--- config.mk ---
export PLATFORM = sky130hd
export DESIGN_NAME = data_mem_access_flat
export DESIGN_NICKNAME = d
export VERILOG_FILES = /design/src/rtl/data_mem_access_if.sv /design/src/rtl/data_mem_access.sv /design/src/flat_wrapper.sv
export SDC_FILE = /design/constraint.sdc
export NUM_CORES = 1
export LEC_CHECK = 0
export BUFFER_PORTS_ARGS = -buffer_cell sky130_fd_sc_hd__buf_2
export CORE_MARGIN = 8
export CORE_UTILIZATION = 47
export CTS_CLUSTER_DIAMETER = 40
export CTS_CLUSTER_SIZE = 12
export DETAILED_ROUTE_END_ITERATION = 8
export HOLD_SLACK_MARGIN = 0.12
export MAX_ROUTING_LAYER = met4
export PLACE_DENSITY = 0.77
export SYNTH_ARGS = -nofsm -noshare
export SYNTH_HDL_FRONTEND = slang
export SYNTH_SLANG_ARGS = --single-unit
export TNS_END_PERCENT = 5
--- constraint.sdc ---
create_clock -name clk -period 4.6 [get_ports clk]
set_input_delay 0.23 -clock clk [delete_from_list [all_inputs] [get_ports clk]]
set_output_delay 0.23 -clock clk [all_outputs]
set_load 0.05 [all_outputs]
--- src/rtl/data_mem_access_if.sv ---
// data_mem_access_if: CPU-side request/response handshake for the data memory access unit
interface data_mem_access_if;
    logic        req_valid;
    logic        req_ready;
    logic        req_we;
    logic [31:0] req_addr;
    logic [31:0] req_wdata;
    logic [2:0]  req_funct3;
    logic        rsp_valid;
    logic [31:0] rsp_rdata;
    logic        rsp_err;
    modport master (
        output req_valid, req_we, req_addr, req_wdata, req_funct3,
        input  req_ready, rsp_valid, rsp_rdata, rsp_err
    );
    modport slave (
        input  req_valid, req_we, req_addr, req_wdata, req_funct3,
        output req_ready, rsp_valid, rsp_rdata, rsp_err
    );
endinterface

--- src/rtl/data_mem_access.sv ---
// data_mem_access: byte/half/word load-store unit over a one-cycle-latency word memory, sub-word stores by read-modify-write
module data_mem_access #(
    parameter int ADDR_W = 14,
    parameter int DATA_W = 32
) (
    input  logic                 clk,
    input  logic                 rst,
    data_mem_access_if.slave     bus,
    output logic [ADDR_W-1:0]    mem_addr,
    output logic                 mem_we,
    output logic [DATA_W-1:0]    mem_wdata,
    input  logic [DATA_W-1:0]    mem_rdata
);
    typedef enum logic [2:0] {IDLE, RD, DATA, WR, RESP} state_t;
    state_t state;
    logic              we_q;
    logic [2:0]        f3_q;
    logic [1:0]        off_q;
    logic [DATA_W-1:0] wdata_q;
    logic              req_err;
    logic [4:0]        sh;
    logic [DATA_W-1:0] mask, merged, ld_data;
    logic [7:0]        byte_sel;
    logic [15:0]       half_sel;
    always_comb begin
        req_err  = bus.req_funct3 == 3'b011 || bus.req_funct3[2:1] == 2'b11 ||
                   (bus.req_we && bus.req_funct3[2]) ||
                   (bus.req_funct3[1:0] == 2'b01 && bus.req_addr[0]) ||
                   (bus.req_funct3 == 3'b010 && bus.req_addr[1:0] != 2'b00);
        sh       = f3_q[0] ? {off_q[1], 4'b0000} : {off_q, 3'b000};
        mask     = (f3_q[0] ? 32'h0000_FFFF : 32'h0000_00FF) << sh;
        merged   = (mem_rdata & ~mask) | ((wdata_q << sh) & mask);
        byte_sel = 8'(mem_rdata >> {off_q, 3'b000});
        half_sel = off_q[1] ? mem_rdata[31:16] : mem_rdata[15:0];
        ld_data  = f3_q[1:0] == 2'b00 ? {{24{~f3_q[2] & byte_sel[7]}}, byte_sel} :
                   f3_q[1:0] == 2'b01 ? {{16{~f3_q[2] & half_sel[15]}}, half_sel} : mem_rdata;
    end
    always_ff @(posedge clk) begin
        if (rst) begin
            state         <= IDLE;
            bus.req_ready <= 1'b1;
            bus.rsp_valid <= 1'b0;
            bus.rsp_err   <= 1'b0;
            bus.rsp_rdata <= '0;
            mem_addr      <= '0;
            mem_we        <= 1'b0;
            mem_wdata     <= '0;
            we_q          <= 1'b0;
            f3_q          <= '0;
            off_q         <= '0;
            wdata_q       <= '0;
        end else begin
            case (state)
                IDLE: if (bus.req_valid) begin
                    we_q          <= bus.req_we;
                    f3_q          <= bus.req_funct3;
                    off_q         <= bus.req_addr[1:0];
                    wdata_q       <= bus.req_wdata;
                    mem_addr      <= bus.req_addr[ADDR_W+1:2];
                    bus.req_ready <= 1'b0;
                    if (req_err) begin
                        state         <= RESP;
                        bus.rsp_valid <= 1'b1;
                        bus.rsp_err   <= 1'b1;
                        bus.rsp_rdata <= '0;
                    end else if (bus.req_we && bus.req_funct3 == 3'b010) begin
                        state     <= WR;
                        mem_we    <= 1'b1;
                        mem_wdata <= bus.req_wdata;
                    end else begin
                        state <= RD;
                    end
                end
                RD: state <= DATA;
                DATA: if (we_q) begin
                    state     <= WR;
                    mem_we    <= 1'b1;
                    mem_wdata <= merged;
                end else begin
                    state         <= RESP;
                    bus.rsp_valid <= 1'b1;
                    bus.rsp_err   <= 1'b0;
                    bus.rsp_rdata <= ld_data;
                end
                WR: begin
                    state         <= RESP;
                    mem_we        <= 1'b0;
                    bus.rsp_valid <= 1'b1;
                    bus.rsp_err   <= 1'b0;
                    bus.rsp_rdata <= '0;
                end
                default: begin
                    state         <= IDLE;
                    bus.rsp_valid <= 1'b0;
                    bus.req_ready <= 1'b1;
                end
            endcase
        end
    end
endmodule
--- src/flat_wrapper.sv ---
// flat-port wrapper written by rule: the top's interface ports become plain ports
module data_mem_access_flat 
#(
    parameter int ADDR_W = 14,
    parameter int DATA_W = 32
)
  (clk, rst, mem_addr, mem_we, mem_wdata, mem_rdata, bus_req_valid, bus_req_we, bus_req_addr, bus_req_wdata, bus_req_funct3, bus_req_ready, bus_rsp_valid, bus_rsp_rdata, bus_rsp_err);
  data_mem_access_if bus_i ();
  input  logic clk;
  input  logic rst;
  output logic [ADDR_W-1:0] mem_addr;
  output logic mem_we;
  output logic [DATA_W-1:0] mem_wdata;
  input  logic [DATA_W-1:0] mem_rdata;
  input wire logic [$bits(bus_i.req_valid)-1:0] bus_req_valid;
  input wire logic [$bits(bus_i.req_we)-1:0] bus_req_we;
  input wire logic [$bits(bus_i.req_addr)-1:0] bus_req_addr;
  input wire logic [$bits(bus_i.req_wdata)-1:0] bus_req_wdata;
  input wire logic [$bits(bus_i.req_funct3)-1:0] bus_req_funct3;
  output wire logic [$bits(bus_i.req_ready)-1:0] bus_req_ready;
  output wire logic [$bits(bus_i.rsp_valid)-1:0] bus_rsp_valid;
  output wire logic [$bits(bus_i.rsp_rdata)-1:0] bus_rsp_rdata;
  output wire logic [$bits(bus_i.rsp_err)-1:0] bus_rsp_err;
  assign bus_i.req_valid = bus_req_valid;
  assign bus_i.req_we = bus_req_we;
  assign bus_i.req_addr = bus_req_addr;
  assign bus_i.req_wdata = bus_req_wdata;
  assign bus_i.req_funct3 = bus_req_funct3;
  assign bus_req_ready = bus_i.req_ready;
  assign bus_rsp_valid = bus_i.rsp_valid;
  assign bus_rsp_rdata = bus_i.rsp_rdata;
  assign bus_rsp_err = bus_i.rsp_err;
  data_mem_access #(.ADDR_W(ADDR_W), .DATA_W(DATA_W)) u_core (.clk(clk), .rst(rst), .bus(bus_i), .mem_addr(mem_addr), .mem_we(mem_we), .mem_wdata(mem_wdata), .mem_rdata(mem_rdata));
endmodule
---- Word level (Yosys, flattened, before mapping) ----
Cells that the tools add are included.
storage, ports and cells
  flip-flop bits (word level) ............. 123
  latch bits .............................. 0
  memory bits (writable) .................. 0
  memory bits (read-only) ................. 0
  output and inout port bits .............. 82
  word-level logic and storage cells ...... 90
  memories kept ........................... 0
operators by class
  $add $sub $neg .......................... 0
  multiply operators ...................... 0
  divide/modulo/power cells ............... 0
  order comparisons ....................... 0
  eq/ne operators ......................... 14
  shift operators ......................... 3
  muxes and demuxes ....................... 32
  bitwise logic cells ..................... 9
  reduce and logical (&&, ||, !) cells .... 20
operator list
  kind                                                    number
  two-way mux 32 bit                                      9
  case mux 32 bit (3 select lines)                        1
  AND 32 bit                                              2
  case mux 32 bit (2 select lines)                        1
  two-way mux 16 bit                                      2
  inverter 32 bit                                         1
  bitwise OR 32 bit                                       1
  << shifter 16 x 5 -> 32 bit                             1
  << shifter 32 x 5 -> 32 bit                             1
  right shift 32 x 5 -> 8 bit                             1
  == test 3 x 2 -> 1 bit (second input constant)          4
  case mux 3 bit (4 select lines)                         1
  AND reduction 5 bit                                     2
  two-way mux 1 bit                                       9
  two-way mux 3 bit                                       3
  AND reduction 4 bit                                     2
  inequality test 2 x 1 -> 1 bit (second input constant)  3
  inequality test 2 bit (second input constant)           3
  case mux 1 bit (3 select lines)                         2
  == test 2 x 1 -> 1 bit (second input constant)          2
  logical AND 1 bit                                       4
  logical OR 1 bit                                        4
  two-way mux 4 bit                                       1
  case mux 1 bit (4 select lines)                         1
  other kinds (12)                                        17

---- Logic depth before layout (Yosys ltp) ----
  word-level depth ........................ 8
  gate-level depth with buffers ........... 7
  depth with buffers taken out ............ 4

---- Worst setup path before layout ----
No wires, ideal clock.
  path kind ............................... register to register
  start point ............................. reg u_core.state[1]
  end point ............................... reg u_core.bus.rsp_rdata[29]
  setup time .............................. 0.122 ns
  arrival ................................. 1.714 ns
  required time ........................... 4.478 ns
  setup slack ............................. 2.764 ns
  cell stages (with the launch flop) ...... 8
  buffers on the path ..................... 3
  cell sequence ........................... dfxtp_1 buf_2 nor4b_4 a32oi_1 nor2b_1 buf_2 buf_2 a221o_1
on the way
  word-level cells in the longest chain between the ends .. 3
RTL lines
  element                                                      line                      text
  start: declaration                                           data_mem_access.sv:15     state_t state;
  start signal: assignment                                     data_mem_access.sv:40     state <= IDLE;
  start signal: assignment                                     data_mem_access.sv:62     state <= RESP;
  start signal: assignment                                     data_mem_access.sv:67     state <= WR;
  == test 3 x 2 -> 1 bit or logical NOT 3 bit (tied branches)  data_mem_access.sv:53     case (state)
  inequality test 2 bit (no line) (tied with other cells)      --
  AND reduction 4 bit (no line)                                --
  end signal: assignment                                       data_mem_access.sv:83     bus.rsp_rdata <= ld_data;
  end: declaration                                             data_mem_access_if.sv:18  output req_ready, rsp_valid, rsp_rdata, rsp_err
Parallel ways exist; a longest one is shown, timed or not.
A chain may end at the register's enable or synchronous reset.

---- Final worst setup path ----
  start point ............................. reg u_core.off_q[1]
  end point ............................... reg u_core.bus.rsp_rdata[20]
on the way
  word-level cells in the longest chain between the ends .. 6
RTL lines
  element                                                                              line                   text
  start: declaration                                                                   data_mem_access.sv:18  logic [1:0] off_q;
  start signal: assignment                                                             data_mem_access.sv:57  off_q <= bus.req_addr[1:0];
  parallel branches: the longest is 3 deep, another holds right shift 32 x 5 -> 8 bit  --
  two-way mux 32 bit *                                                                 data_mem_access.sv:35  ld_data = f3_q[1:0] == 2'b00 ? {{24{~f3_q[2] & byte_sel[7]}}, byte_sel} :
  two-way mux 32 bit *                                                                 data_mem_access.sv:75  DATA: if (we_q) begin
  case mux 32 bit (3 select lines) *                                                   data_mem_access.sv:53
Mark *: on every way between the ends. The select of a mux whose other input is x is not followed.

==> reports/results.tsv <==
metric	value	unit
Worst setup SP type	flop	
Die Y	119.7	um
critical-path cell list	clkinv_1, o311ai_0, a211oi_2, a221o_1	
Layout Cells excl Fill	882	
Layout area overhead	28.15	%
DP Cell Count	830	
root cell of the clock tree	clkbuf_8	
worst min path class	in -> reg	
chip width	119.7	um
Power Dens Cells	313.6	nW/um^2
largest net degree at the start of global routing	46	
FF-to-FF Start	u_core.off_q[1]	
Final HPWL DP	12710	um
Resized Gates After CTS	0	
Fin Hold WS	0.1435	ns
crit path from	u_core.off_q[1]	
CP max stage delay	0.96	ns
post-layout minimum cycle time	3.068	ns
capture point of the critical path	u_core.bus.rsp_rdata[20]	
routed length per instance	20.31	um
vias	5343	
Max Freq	325.9	MHz
YS warnings	0	
Psw	600.5	uW
CTS tree	built	
crit path max fanout	27	
Async SR Flop Fraction	0	
top post-synthesis cells by area	dfxtp_1 42%, a221o_1 7.7%, nand2_1 6.1%	
post-synth top area share	0.4242	
overall power	2.030	mW
htree depth	3	
# DRC	0	
core box area	10650	um^2
number of fill cells in the layout	925	
all-layer global routing usage	0.2468	
first-pass GRT wire length	27790	um
Final WS setup	1.532	ns
initial antenna violation count	0	
Reg power frac	0.492	
reg2reg end	u_core.bus.rsp_rdata[20]	
final setup fails	0	
clock network power share	0.324	
drt pass-1 iters	5	
worst relative slew slack	0.1692	
post-route ant nets	0	
Max IR drop VDD	0.1915	mV
clock latency on the worst-skew pair	0.38	ns
die area	14320	um^2
I/O pin total	185	
Cell Area, Synth	5050	um^2
Placer Congestion	0.9573	
arrival time worst endpoint	3.34	ns
Syn Nets	678	
number of diodes	0	
clk sinks	107	
Seq/Total Area, Yosys	0.4242	
row cnt	38	
most area-hungry cell type in the Yosys netlist	dfxtp_1	
maxcap violations	0	
Synth Register Bits	107	
Final TNS setup	0	ns
clock tree buffer depth	2	
Net Sw Frac	0.2958	
count of cell types in the netlist	44	
mean number of vias per cell	6.058	
P_leak	2.736	nW
Place WS	1.661	ns
CP required	4.87	ns
Post-synth EDFFs	0	
hold_buf cts	36	
CP Class	reg -> reg	
final wirelength	17920	um
RSZ-0062 raised after global routing	no	
final hold violations	0	
worst-margin pin slew	1.243	ns
Post-CTS Setup Bufs	0	
Critical-path top delay cell	dfxtp_1	
Port Buf Inserts	168	
crit path capture type	flop	
Clock Pin Slew Worst Setup and Hold Paths	0.10	ns
Initial Util	0.4742	
vias in the first global route	5148	
Worst Skew	0.009662	ns
status	complete, no violations	
R2R setup slack	1.53	ns
Syn Area/Cell	8.782	um^2
Slew Viols, Final	0	
Gate power share	0.184	
R2R cell count	4	
Internal	1.429	mW
grt total ovfl	0	
cells after synthesis	575	
initial DRC count	603	
Final Cycle Share	0.6670	
ys flop type	dfxtp_1	
NumNets Final	840	
CTS Buf Count	9	
layout cells sized above 1	0.2776	
cells by family (layout without fill, tap and decap cells):
family | count (synthesis) | count (layout) | share of synthesized area
mux | 10 | 10 | 0.03717
simple gates | 180 | 180 | 0.1682
compound gates | 199 | 199 | 0.3075
buf+inv | 79 | 246 | 0.06293
flops | 107 | 107 | 0.4242
cell type report:
class | instances | area (um^2) | share of cell area
multi-input cells | 389 | 2601 | 0.4020
repair buffers | 211 | 1254 | 0.1937
clock buffers | 12 | 155.1 | 0.02398
well taps | 140 | 175.2 | 0.02707
flip-flops and latches | 107 | 2142 | 0.3310
clock inverters | 4 | 72.57 | 0.01121
inverters | 19 | 71.32 | 0.01102
power groups by stage:
| stage | sequential [mW] | combinational, mW | clock [mW] |
|---|---|---|---|
| after floorplan | 1.06 | 0.185 | 0 |
| after global placement | 1.02 | 0.334 | 0 |
| after detailed placement | 1.02 | 0.341 | 0 |
| after CTS | 0.996 | 0.366 | 0.661 |
| after global routing | 1.00 | 0.400 | 0.694 |
| final | 0.999 | 0.373 | 0.658 |
critical path, delay by kind of cell, from the launching register on:
kind / cells / cell delay [ns]
AO/OA/AOI/OAI: 3 / 1.08
flip-flops: 1 / 0.96
buffers and inverters: 1 / 0.91
stage by stage:
step                area, um^2    util
floorplan                 5050       -
global placement          5883  0.5524
detailed placement        5883  0.5524
CTS                       6471  0.6076
global route              6471  0.6076
finish                    6471  0.6076
placed cells by master (no fill, tap or decap), types with 11 or more instances in the layout:
cell type,Yosys,layout
buf_2,8,168
dfxtp_1,107,107
nand2_1,82,82
a21oi_1,40,39
a221o_1,39,39
dlygate4sd3_1,0,36
nand2b_1,32,32
nand3_1,25,25
a32o_1,24,24
nor2_1,22,22
o21ai_0,19,19
inv_1,17,17
a22o_1,15,15
clkbuf_8,0,11
state kept, by name, indices dropped and copies added (netlist names), 2 cells and up:
signal and count:
u_core.wdata_q 16, u_core.state 3, u_core.bus.rsp_rdata 32, u_core.mem_wdata 32, u_core.off_q 2, u_core.f3_q 3, u_core.mem_addr 14
synthesized netlist by cell type (2+ instances only):
cell type and number:
nand3_1 25, o2bb2ai_1 8, nand2b_1 32, mux2i_1 3
a32o_1 24, o21bai_1 2, inv_1 17, a221o_1 39
a22o_1 15, o21ai_0 19, dfxtp_1 107, nor2b_1 5
nor3_1 6, o32a_1 8, o22ai_1 8, buf_1 2
or2_2 3, clkinv_1 2, a31oi_1 8, clkbuf_1 47
mux4_2 7, o32ai_1 8, buf_4 3, nand2_1 82
a21oi_1 40, buf_2 8, o311ai_0 2, nor2_1 22
o211ai_1 8
worst min-delay path by stage:
stage / cells past startpoint / startpoint / endpoint
6_report: 2 / mem_rdata[21] / u_core.bus.rsp_rdata[21]
5_1_grt: 2 / mem_rdata[21] / u_core.bus.rsp_rdata[21]
4_1_cts: 2 / mem_rdata[21] / u_core.bus.rsp_rdata[21]
3_5_place_dp: 2 / u_core.bus.rsp_valid / u_core.bus.rsp_valid
3_3_place_gp: 2 / u_core.bus.rsp_valid / u_core.bus.rsp_valid
2_1_floorplan: 2 / bus_req_funct3[2] / u_core.f3_q[2]
metal layers:
| layer | share of wire | GRT usage | vias up |
|---|---|---|---|
| met5 | 0 | - | - |
| met4 | 0.028 | 0.09758 | 0 |
| met3 | 0.083 | 0.05120 | 41 |
| met2 | 0.47 | 0.3968 | 283 |
| met1 | 0.42 | 0.2978 | 2549 |
| li1 | - | - | 2470 |
Power figures use the tool's default switching activity.
